==> config.mk <==
export PLATFORM = sky130hd
export DESIGN_NAME = reaction_timer_core
export DESIGN_NICKNAME = d
export VERILOG_FILES = /design/src/rtl/reaction_timer_core.sv
export SDC_FILE = /design/constraint.sdc
export NUM_CORES = 1
export LEC_CHECK = 0
export BUFFER_PORTS_ARGS = -buffer_cell sky130_fd_sc_hd__buf_2
export CAP_MARGIN = 15
export CORE_UTILIZATION = 50
export DETAILED_ROUTE_END_ITERATION = 10
export GPL_ROUTABILITY_DRIVEN = 0
export PLACE_DENSITY = 0.7
export SLEW_MARGIN = 25
export SYNTH_ARGS = -nofsm -noshare
export SYNTH_HDL_FRONTEND = slang
export SYNTH_SLANG_ARGS = --single-unit
==> constraint.sdc <==
create_clock -name clk_in -period 6.11 [get_ports clk_in]
set_input_delay 1.222 -clock clk_in [delete_from_list [all_inputs] [get_ports clk_in]]
set_output_delay 1.222 -clock clk_in [all_outputs]
set_load 0.05 [all_outputs]
==> src/rtl/reaction_timer_core.sv <==
// Reaction-timer control core: random wait after start, GO LED, millisecond
// BCD count until react, and active-low segment patterns for the scan driver.
module reaction_timer_core #(
  parameter int unsigned MIN_WAIT_MS = 1000,
  parameter int unsigned RAND_BITS   = 11
) (
  input  logic            clk_in,
  input  logic            rst,
  input  logic            start_btn,
  input  logic            react_btn,
  output logic [3:0][6:0] ssd_out,
  output logic            led_go,
  output logic            led_err
);

  typedef enum logic [2:0] {
    S_IDLE  = 3'd0,
    S_WAIT  = 3'd1,
    S_GO    = 3'd2,
    S_DONE  = 3'd3,
    S_EARLY = 3'd4
  } state_t;

  localparam logic [6:0] SEG_DASH  = 7'b0111111;
  localparam logic [6:0] SEG_BLANK = 7'b1111111;
  localparam logic [6:0] SEG_E     = 7'b0000110;
  localparam logic [6:0] SEG_R     = 7'b0101111;

  function automatic logic [6:0] seg_digit(input logic [3:0] d);
    logic [6:0] s;
    case (d)
      4'd0:    s = 7'b1000000;
      4'd1:    s = 7'b1111001;
      4'd2:    s = 7'b0100100;
      4'd3:    s = 7'b0110000;
      4'd4:    s = 7'b0011001;
      4'd5:    s = 7'b0010010;
      4'd6:    s = 7'b0000010;
      4'd7:    s = 7'b1111000;
      4'd8:    s = 7'b0000000;
      4'd9:    s = 7'b0010000;
      default: s = SEG_BLANK;
    endcase
    return s;
  endfunction

  function automatic logic [15:0] bcd_inc(input logic [15:0] v);
    logic [15:0] r;
    logic        c;
    r = v;
    c = 1'b1;
    for (int i = 0; i < 4; i++) begin
      if (c) begin
        if (r[i*4 +: 4] == 4'd9) begin
          r[i*4 +: 4] = 4'd0;
        end else begin
          r[i*4 +: 4] = r[i*4 +: 4] + 4'd1;
          c = 1'b0;
        end
      end
    end
    return r;
  endfunction

  logic [1:0]  start_sync_q, react_sync_q;
  logic        start_prev_q, react_prev_q;
  logic        start_p_q, react_p_q;
  logic [15:0] lfsr_q;
  state_t      state_q, state_d;
  logic [12:0] wait_q, wait_d;
  logic [15:0] bcd_q, bcd_d;
  logic [12:0] wait_load_s;

  // Synchronizers, registered edge detect, and the free-running LFSR
  always_ff @(posedge clk_in or posedge rst) begin
    if (rst) begin
      start_sync_q <= 2'b00;
      react_sync_q <= 2'b00;
      start_prev_q <= 1'b0;
      react_prev_q <= 1'b0;
      start_p_q    <= 1'b0;
      react_p_q    <= 1'b0;
      lfsr_q       <= 16'hACE1;
    end else begin
      start_sync_q <= {start_sync_q[0], start_btn};
      react_sync_q <= {react_sync_q[0], react_btn};
      start_prev_q <= start_sync_q[1];
      react_prev_q <= react_sync_q[1];
      start_p_q    <= start_sync_q[1] & ~start_prev_q;
      react_p_q    <= react_sync_q[1] & ~react_prev_q;
      lfsr_q       <= {lfsr_q[0] ^ lfsr_q[2] ^ lfsr_q[3] ^ lfsr_q[5], lfsr_q[15:1]};
    end
  end

  assign wait_load_s = 13'(MIN_WAIT_MS) + 13'(lfsr_q[RAND_BITS-1:0]);

  // FSM, wait counter and BCD counter registers
  always_ff @(posedge clk_in or posedge rst) begin
    if (rst) begin
      state_q <= S_IDLE;
      wait_q  <= 13'd0;
      bcd_q   <= 16'h0000;
    end else begin
      state_q <= state_d;
      wait_q  <= wait_d;
      bcd_q   <= bcd_d;
    end
  end

  // Next-state logic; react beats timer expiry in WAIT
  always_comb begin
    state_d = state_q;
    wait_d  = wait_q;
    bcd_d   = bcd_q;
    case (state_q)
      S_IDLE, S_DONE, S_EARLY: begin
        if (start_p_q) begin
          state_d = S_WAIT;
          wait_d  = wait_load_s;
          bcd_d   = 16'h0000;
        end
      end
      S_WAIT: begin
        if (react_p_q) begin
          state_d = S_EARLY;
        end else if (wait_q == 13'd0) begin
          state_d = S_GO;
        end else begin
          wait_d = wait_q - 13'd1;
        end
      end
      S_GO: begin
        if (react_p_q || (bcd_q == 16'h9999)) begin
          state_d = S_DONE;
        end else begin
          bcd_d = bcd_inc(bcd_q);
        end
      end
      default: state_d = S_IDLE;
    endcase
  end

  // Display patterns decoded from the state and BCD registers
  always_comb begin
    ssd_out = {4{SEG_BLANK}};
    case (state_q)
      S_IDLE:  ssd_out = {4{SEG_DASH}};
      S_WAIT:  ssd_out = {4{SEG_BLANK}};
      S_GO, S_DONE: begin
        for (int i = 0; i < 4; i++) begin
          ssd_out[i] = seg_digit(bcd_q[i*4 +: 4]);
        end
      end
      S_EARLY: ssd_out = {SEG_BLANK, SEG_E, SEG_R, SEG_R};
      default: ssd_out = {4{SEG_BLANK}};
    endcase
  end

  assign led_go  = (state_q == S_GO);
  assign led_err = (state_q == S_EARLY);

endmodule

==> results of run 1 <==
-- area by class of cell --
| class | instances | area [um^2] |
|---|---|---|
| repair buffers | 34 | 173 |
| multi-input cells | 317 | 1990 |
| clock inverters | 2 | 38.8 |
| clock buffers | 6 | 72.6 |
| fillers | 614 | 2990 |
| flip-flops and latches | 56 | 1410 |
| inverters | 20 | 75.1 |
| well taps | 96 | 120 |
-- critical path: stages (launching register included) --
cell     delay, ns
dfrtp_1       0.61
nor2b_2       0.69
nand2_1       0.21
o21ai_0       0.21
buf_2         0.29
-- metal layers --
layer / up-vias / share of wire, % / track usage [%]
met3: 7 / 3.3 / 2.00
li1: 1515 / - / -
met2: 63 / 46 / 34.7
met5: - / 0 / 0
met1: 1452 / 50 / 32.5
met4: 0 / 0.93 / 6.36
-- layout by cell type, fill, tap and decap left out, drive strengths merged, types with 7 or more instances in the layout --
| cell type | n |
|---|---|
| o21ai | 51 |
| dfrtp | 48 |
| a21oi | 43 |
| nor2 | 41 |
| buf | 34 |
| nand2 | 28 |
| ha | 27 |
| inv | 21 |
| nand2b | 13 |
| nand3 | 9 |
| xnor2 | 8 |
| dfstp | 8 |
| nor2b | 8 |
| nor3 | 7 |
-- cell families (layout without fill, tap and decap cells) --
kind of cell	after synthesis	after routing	synth area share, %
buffers and inverters	40	62	5.10
adder cells (fa/ha/maj)	27	27	9.43
flip-flops	56	56	39.4
AO/OA/AOI/OAI	136	136	22.4
multiplexers	1	1	0.314
XOR/XNOR	10	10	2.44
AND/OR/NAND/NOR	143	143	20.9
-- registers in the layout, indices dropped and copies added, names as in the netlist --
signal        flops
react_sync_q      2
wait_q           13
react_prev_q      1
start_p_q         1
bcd_q            16
start_prev_q      1
lfsr_q           16
start_sync_q      2
state_q           3
react_p_q         1
-- power groups by stage --
stage	sequential, mW	clock [mW]	combinational [mW]
2_1_floorplan	0.435	0	0.260
3_3_place_gp	0.449	0	0.299
3_5_place_dp	0.453	0	0.305
4_1_cts	0.446	0.254	0.305
5_1_grt	0.453	0.266	0.336
6_report	0.447	0.248	0.306
-- path summary, 6_finish.rpt --
kind / from / end / slack, ns / depth (start not counted)
max: state_q[1]$_DFFE_PP0P_ / ssd_out[17] / 2.56 / 4
min: start_sync_q[0]$_DFF_PP0_ / start_sync_q[1]$_DFF_PP0_ / 0.36 / 0
max reg2reg: bcd_q[13]$_DFFE_PP0P_ / bcd_q[14]$_DFFE_PP0P_ / 3.21 / 7
min reg2reg: start_sync_q[0]$_DFF_PP0_ / start_sync_q[1]$_DFF_PP0_ / 0.36 / 0
max in group asynchronous: rst / lfsr_q[2]$_DFF_PP0_ / 4.57 / 3
min in group asynchronous: rst / state_q[2]$_DFFE_PP0P_ / 1.10 / 3
-- per-stage QoR --
| stage | setup slack, ns | utilization (%) | cells |
|---|---|---|---|
| floorplan | 2.79 | - | 413 |
| global placement | 2.75 | 54.9 | 523 |
| detailed placement | 2.59 | 54.9 | 523 |
| CTS | 2.24 | 56.5 | 531 |
| global route | 2.39 | 56.5 | 531 |
| finish | 2.56 | 56.5 | 531 |
==> reports/metrics.cfg, run 1 <==
[outcome]
run_status = finished clean

[timing]
period_share_pct = 58.1
hold_viol_final = 0
skew_ns = 0.00960
rsz0062_at_grt = false
finalSetupViolCount = 0
finalCriticalPeriod_ns = 3.55
drv_slew = 0
worstMarginPinSlew_ns = 0.833
timing.hold.ws_ns = 0.357
fin_tns_setup_ns = 0
maxSlewHeadroom_pct = 43.9
fmax_mhz = 282

[grt]
gr-total-overflow = 0
antenna_found_initial = 0
grt_max_degree = 57
grt_pass1_vias = 2800
track_usage_pct = 22.1
grt_pass1_wl_um = 13200

[routing]
first_pass_iters = 5
viasPerCell = 5.72
drcViolationCount = 0
wl_per_cell_um = 14.6
vias = 3037
ant_nets = 0
drt-initial-drc-count = 208
wl_um = 7770

[critical_path]
start_kind = register
critPathKind = register to output port
worst-endpoint-required_ns = 4.89
cp-end-kind = output port
path_max_fanout = 19
cp.arrival_ns = 2.33

[pwr]
power_frac_seq_pct = 44.7
p_sw_mw = 0.380
total_power_mw = 1.00
p_int_mw = 0.621
p_leak_nw = 1.62
combinationalPowerShare_pct = 30.6
p_per_area_nw_per_um2 = 258
sw_frac_of_total_pct = 37.9
clock_power_share_pct = 24.7
peakVddDrop_uv = 190

[job]
drv_cap = 0

[synth]
synth_most_common_cell = o21ai_0
seq_area_frac_synth_pct = 39.4
syn_area_um2 = 3580
synth_common_cells = o21ai_0 (50), dfrtp_1 (48), a21oi_1 (43)
synth.distinct_cells = 55
syn-num-nets = 444
ys.flop_type = dfrtp_1
synth_edf_count = 0
syn_area_per_cell_um2 = 8.68
synth-seq-cells = 56
synth_cells = 413
synth.area.top_cells = dfrtp_1 (34%), ha_1 (9.4%), o21ai_0 (7.0%)
netlist.area_leader.share_pct = 33.5
ys_warn_count = 0
async_reset_ff_share_pct = 100
synth_top_cell_by_area = dfrtp_1

[clock_tree]
post_cts_buffers = 0
root_buffer = clkbuf_8
cts_buffers = 5
cts_tree = built
clk_latency_ns = 0.31
clk_pin_slew_ns = 0.10
clk_path_buf_depth = 2
holdBufCountCts = 0
clock-sinks = 56
htreeDepth = 2
cts_resized = 0

[finish]
fin_area_um2 = 3880
final_layout_size_suffix_gt1_share_pct = 14.3
nets = 465
syn2layout_area_growth_pct = 8.34
antenna_cells = 0

[placement]
place_area_um2 = 3770
numPortBuffers = 33
post-dp-hpwl_um = 5500

[hold_path]
hold_path_class = register to register

[die]
initial_core_util_pct = 52.2
io_pins = 34
die-area_um2 = 7510
fp.dieH_um = 86.7
core_um2 = 6870
row_count = 30
fp.dieW_um = 86.7

Power figures use the tool's default switching activity.
==> run 2, diff against run 1 <==
- ABC_AREA: unset -> 1
- PLACE_DENSITY: 0.7 -> 0.72
- clock period: 6.11 -> 3.2 ns (I/O delays scaled with it)
==> reports/metrics.cfg, run 2 <==
[critical_path]
critPathKind = register to output port  ; unchanged
cpMostUsedCell = nand3_1
critPathSlowestCell = nor2_2  ; was nor2b_2
start_kind = register  ; unchanged
worst-endpoint-required_ns = 2.56  ; was 4.89 ns
crit_chain = inv_2 -> nor2_2 -> buf_4 -> nand3_1 -> nand3_1 -> buf_2  ; was nor2b_2 -> nand2_1 -> o21ai_0 -> buf_2
cp-end-kind = output port  ; unchanged
cp.arrival_ns = 1.95  ; was 2.33 ns
cpPeakStageDelay_ns = 0.47  ; was 0.69 ns
path_max_fanout = 15  ; was 19

[grt]
gr-total-overflow = 0  ; unchanged
antenna_found_initial = 0  ; unchanged
grt_max_degree = 24  ; was 57
track_usage_pct = 21.1  ; was 22.1%
grt_pass1_wl_um = 13400  ; was 13,200 um
grt_pass1_vias = 3119  ; was 2,800

[finish]
mostFrequentLayoutCell = nand2_1  ; was o21ai_0
nets = 595  ; was 465
syn2layout_area_growth_pct = 8.49  ; was 8.34%
largestRegisters = bcd_q x16, lfsr_q x16, wait_q x13  ; unchanged
antenna_cells = 0  ; unchanged
final_layout_size_suffix_gt1_share_pct = 15.2  ; was 14.3%
final_core_util_pct = 56.7  ; was 56.5%
mostFrequentLayoutCells = nand2_1 (183), nor2_1 (49), dfrtp_1 (48), o21ai_0 (46), inv_1 (45)  ; was o21ai_0 (50), dfrtp_1 (48), a21oi_1 (43), nor2_1 (41), buf_2 (33)
instances_no_fill = 664  ; was 531

[outcome]
run_status = finished clean  ; unchanged

[synth]
netlist.area_leader.share_pct = 31.3  ; was 33.5%
synth_common_cells = nand2_1 (183), nor2_1 (49), dfrtp_1 (48)  ; was o21ai_0 (50), dfrtp_1 (48), a21oi_1 (43)
syn_area_per_cell_um2 = 7.19  ; was 8.68 um^2
synth.area.top_cells = dfrtp_1 (31%), nand2_1 (18%), ha_1 (8.8%)  ; was dfrtp_1 (34%), ha_1 (9.4%), o21ai_0 (7.0%)
syn_area_um2 = 3830  ; was 3580 um^2
synth-seq-cells = 56  ; unchanged
seq_area_frac_synth_pct = 36.8  ; was 39.4%
synth.distinct_cells = 36  ; was 55
async_reset_ff_share_pct = 100  ; unchanged
synth_cells = 533  ; was 413
ys.flop_type = dfrtp_1  ; unchanged
synth_top_cell_by_area = dfrtp_1  ; unchanged
syn-num-nets = 564  ; was 444
synth_most_common_cell = nand2_1  ; was o21ai_0
synth_edf_count = 0  ; unchanged
ys_warn_count = 0  ; unchanged

[timing]
hold_viol_final = 0  ; unchanged
rsz0062_at_grt = false  ; unchanged
finalSetupViolCount = 0  ; unchanged
timing.hold.ws_ns = 0.243  ; was 0.357 ns
fin_tns_setup_ns = 0  ; unchanged
finalCriticalPeriod_ns = 2.59
period_share_pct = 81.0
drv_slew = 0  ; unchanged
maxSlewHeadroom_pct = 59.7  ; was 43.9%
fmax_mhz = 386
skew_ns = 0.00709  ; was 0.00960 ns
worstMarginPinSlew_ns = 0.604  ; was 0.833 ns

[routing]
drt-initial-drc-count = 200  ; was 208
drcViolationCount = 0  ; unchanged
ant_nets = 0  ; unchanged
viasPerCell = 5.00  ; was 5.72
vias = 3321  ; was 3,037
wl_per_cell_um = 11.6  ; was 14.6 um
wl_um = 7730  ; was 7770 um
first_pass_iters = 4  ; was 5

[clock_tree]
root_buffer = clkbuf_8  ; unchanged
cts_tree = built  ; unchanged
holdBufCountCts = 0  ; unchanged
post_cts_buffers = 0  ; unchanged
clk_path_buf_depth = 2  ; unchanged
clk_latency_ns = 0.31  ; about the same
cts_buffers = 5  ; unchanged
clk_pin_slew_ns = 0.11  ; was 0.10 ns
cts_resized = 0  ; unchanged
htreeDepth = 2  ; unchanged
clock-sinks = 56  ; unchanged

[die]
io_pins = 34  ; unchanged
row_count = 31  ; was 30
core_um2 = 7330  ; was 6870 um^2
initial_core_util_pct = 52.3  ; was 52.2%
fp.dieW_um = 89.6  ; was 86.7 um
die-area_um2 = 8020  ; was 7510 um^2
fp.dieH_um = 89.6  ; was 86.7 um

[placement]
post-dp-hpwl_um = 5850  ; was 5500 um
placed_cells = 656  ; was 523
numPortBuffers = 33  ; unchanged

[pwr]
p_leak_nw = 2.07  ; was 1.62 nW
peakVddDrop_uv = 549  ; was 190 uV
p_per_area_nw_per_um2 = 922  ; was 258 nW/um^2

[job]
drv_cap = 0  ; unchanged

[hold_path]
hold_path_class = input port to asynchronous set/reset pin  ; was register to register

==> run 2: worst max-delay path: cells and delay by family, from the launching register on <==
family	cells	cell delay [ns]
DFF	1	0.43
buffers and inverters	3	0.60
and+or+nand+nor	3	0.61
==> run 2: area by class of cell <==
| class | instances | area (um^2) |
|---|---|---|
| fill | 668 | 3170 |
| multi-input combinational | 411 | 2130 |
| sequential | 56 | 1410 |
| inverter | 53 | 201 |
| timing repair buffer | 37 | 195 |
| tap | 99 | 124 |
| clock buffer | 5 | 68.8 |
| clock inverter | 3 | 27.5 |
==> run 2: cells by family (layout without fill, tap and decap cells) <==
group / count (synthesis) / in the layout / synth area share (%)
simple gates: 313 / 313 / 36.1
buf+inv: 66 / 98 / 7.60
compound gates: 60 / 60 / 8.09
flops: 56 / 56 / 36.8
fa+ha+maj: 27 / 27 / 8.81
xor+xnor: 10 / 10 / 2.28
mux: 1 / 1 / 0.261
==> run 2: routing by layer <==
metal / track usage, % / routed length [um] / vias to the layer above
met2: 35.3 / 3570 / 48
met5: 0 / 0 / -
met1: 28.3 / 3890 / 1514
met3: 3.42 / 218 / 4
met4: 6.06 / 47 / 0
li1: - / - / 1755
==> run 2: final timing paths <==
| kind | start | to | slack [ns] | depth (start not counted) |
|---|---|---|---|---|
| worst max-delay path | state_q[1]$_DFFE_PP0P_ | ssd_out[27] | 0.61 | 6 |
| worst min-delay path | rst | wait_q[2]$_DFFE_PP0P_ | 0.24 | 2 |
| worst max register to register | state_q[1]$_DFFE_PP0P_ | wait_q[9]$_DFFE_PP0P_ | 1.09 | 9 |
| worst min register to register | lfsr_q[12]$_DFF_PP0_ | lfsr_q[11]$_DFF_PP1_ | 0.36 | 0 |
| max in group asynchronous | rst | lfsr_q[10]$_DFF_PP1_ | 2.34 | 3 |
| min in group clk_in | lfsr_q[12]$_DFF_PP0_ | lfsr_q[11]$_DFF_PP1_ | 0.36 | 0 |
==> run 2: per-stage QoR <==
| stage | total power [mW] | setup slack, ns | instance area (um^2) |
|---|---|---|---|
| finish | 3.83 | 0.608 | 4160 |
| global route | 4.15 | 0.471 | 4160 |
| CTS | 3.86 | 0.609 | 4160 |
| detailed placement | 3.44 | 0.969 | 4060 |
| global placement | 3.40 | 1.02 | 4060 |
| floorplan | 2.95 | 0.511 | 3830 |
==> run 2: power breakdown <==
group / internal, mW / switching (mW) / leakage, nW
combinational: 0.634 / 1.84 / 1.31
clock: 0.161 / 0.245 / 0.0463
sequential: 0.818 / 0.133 / 0.714
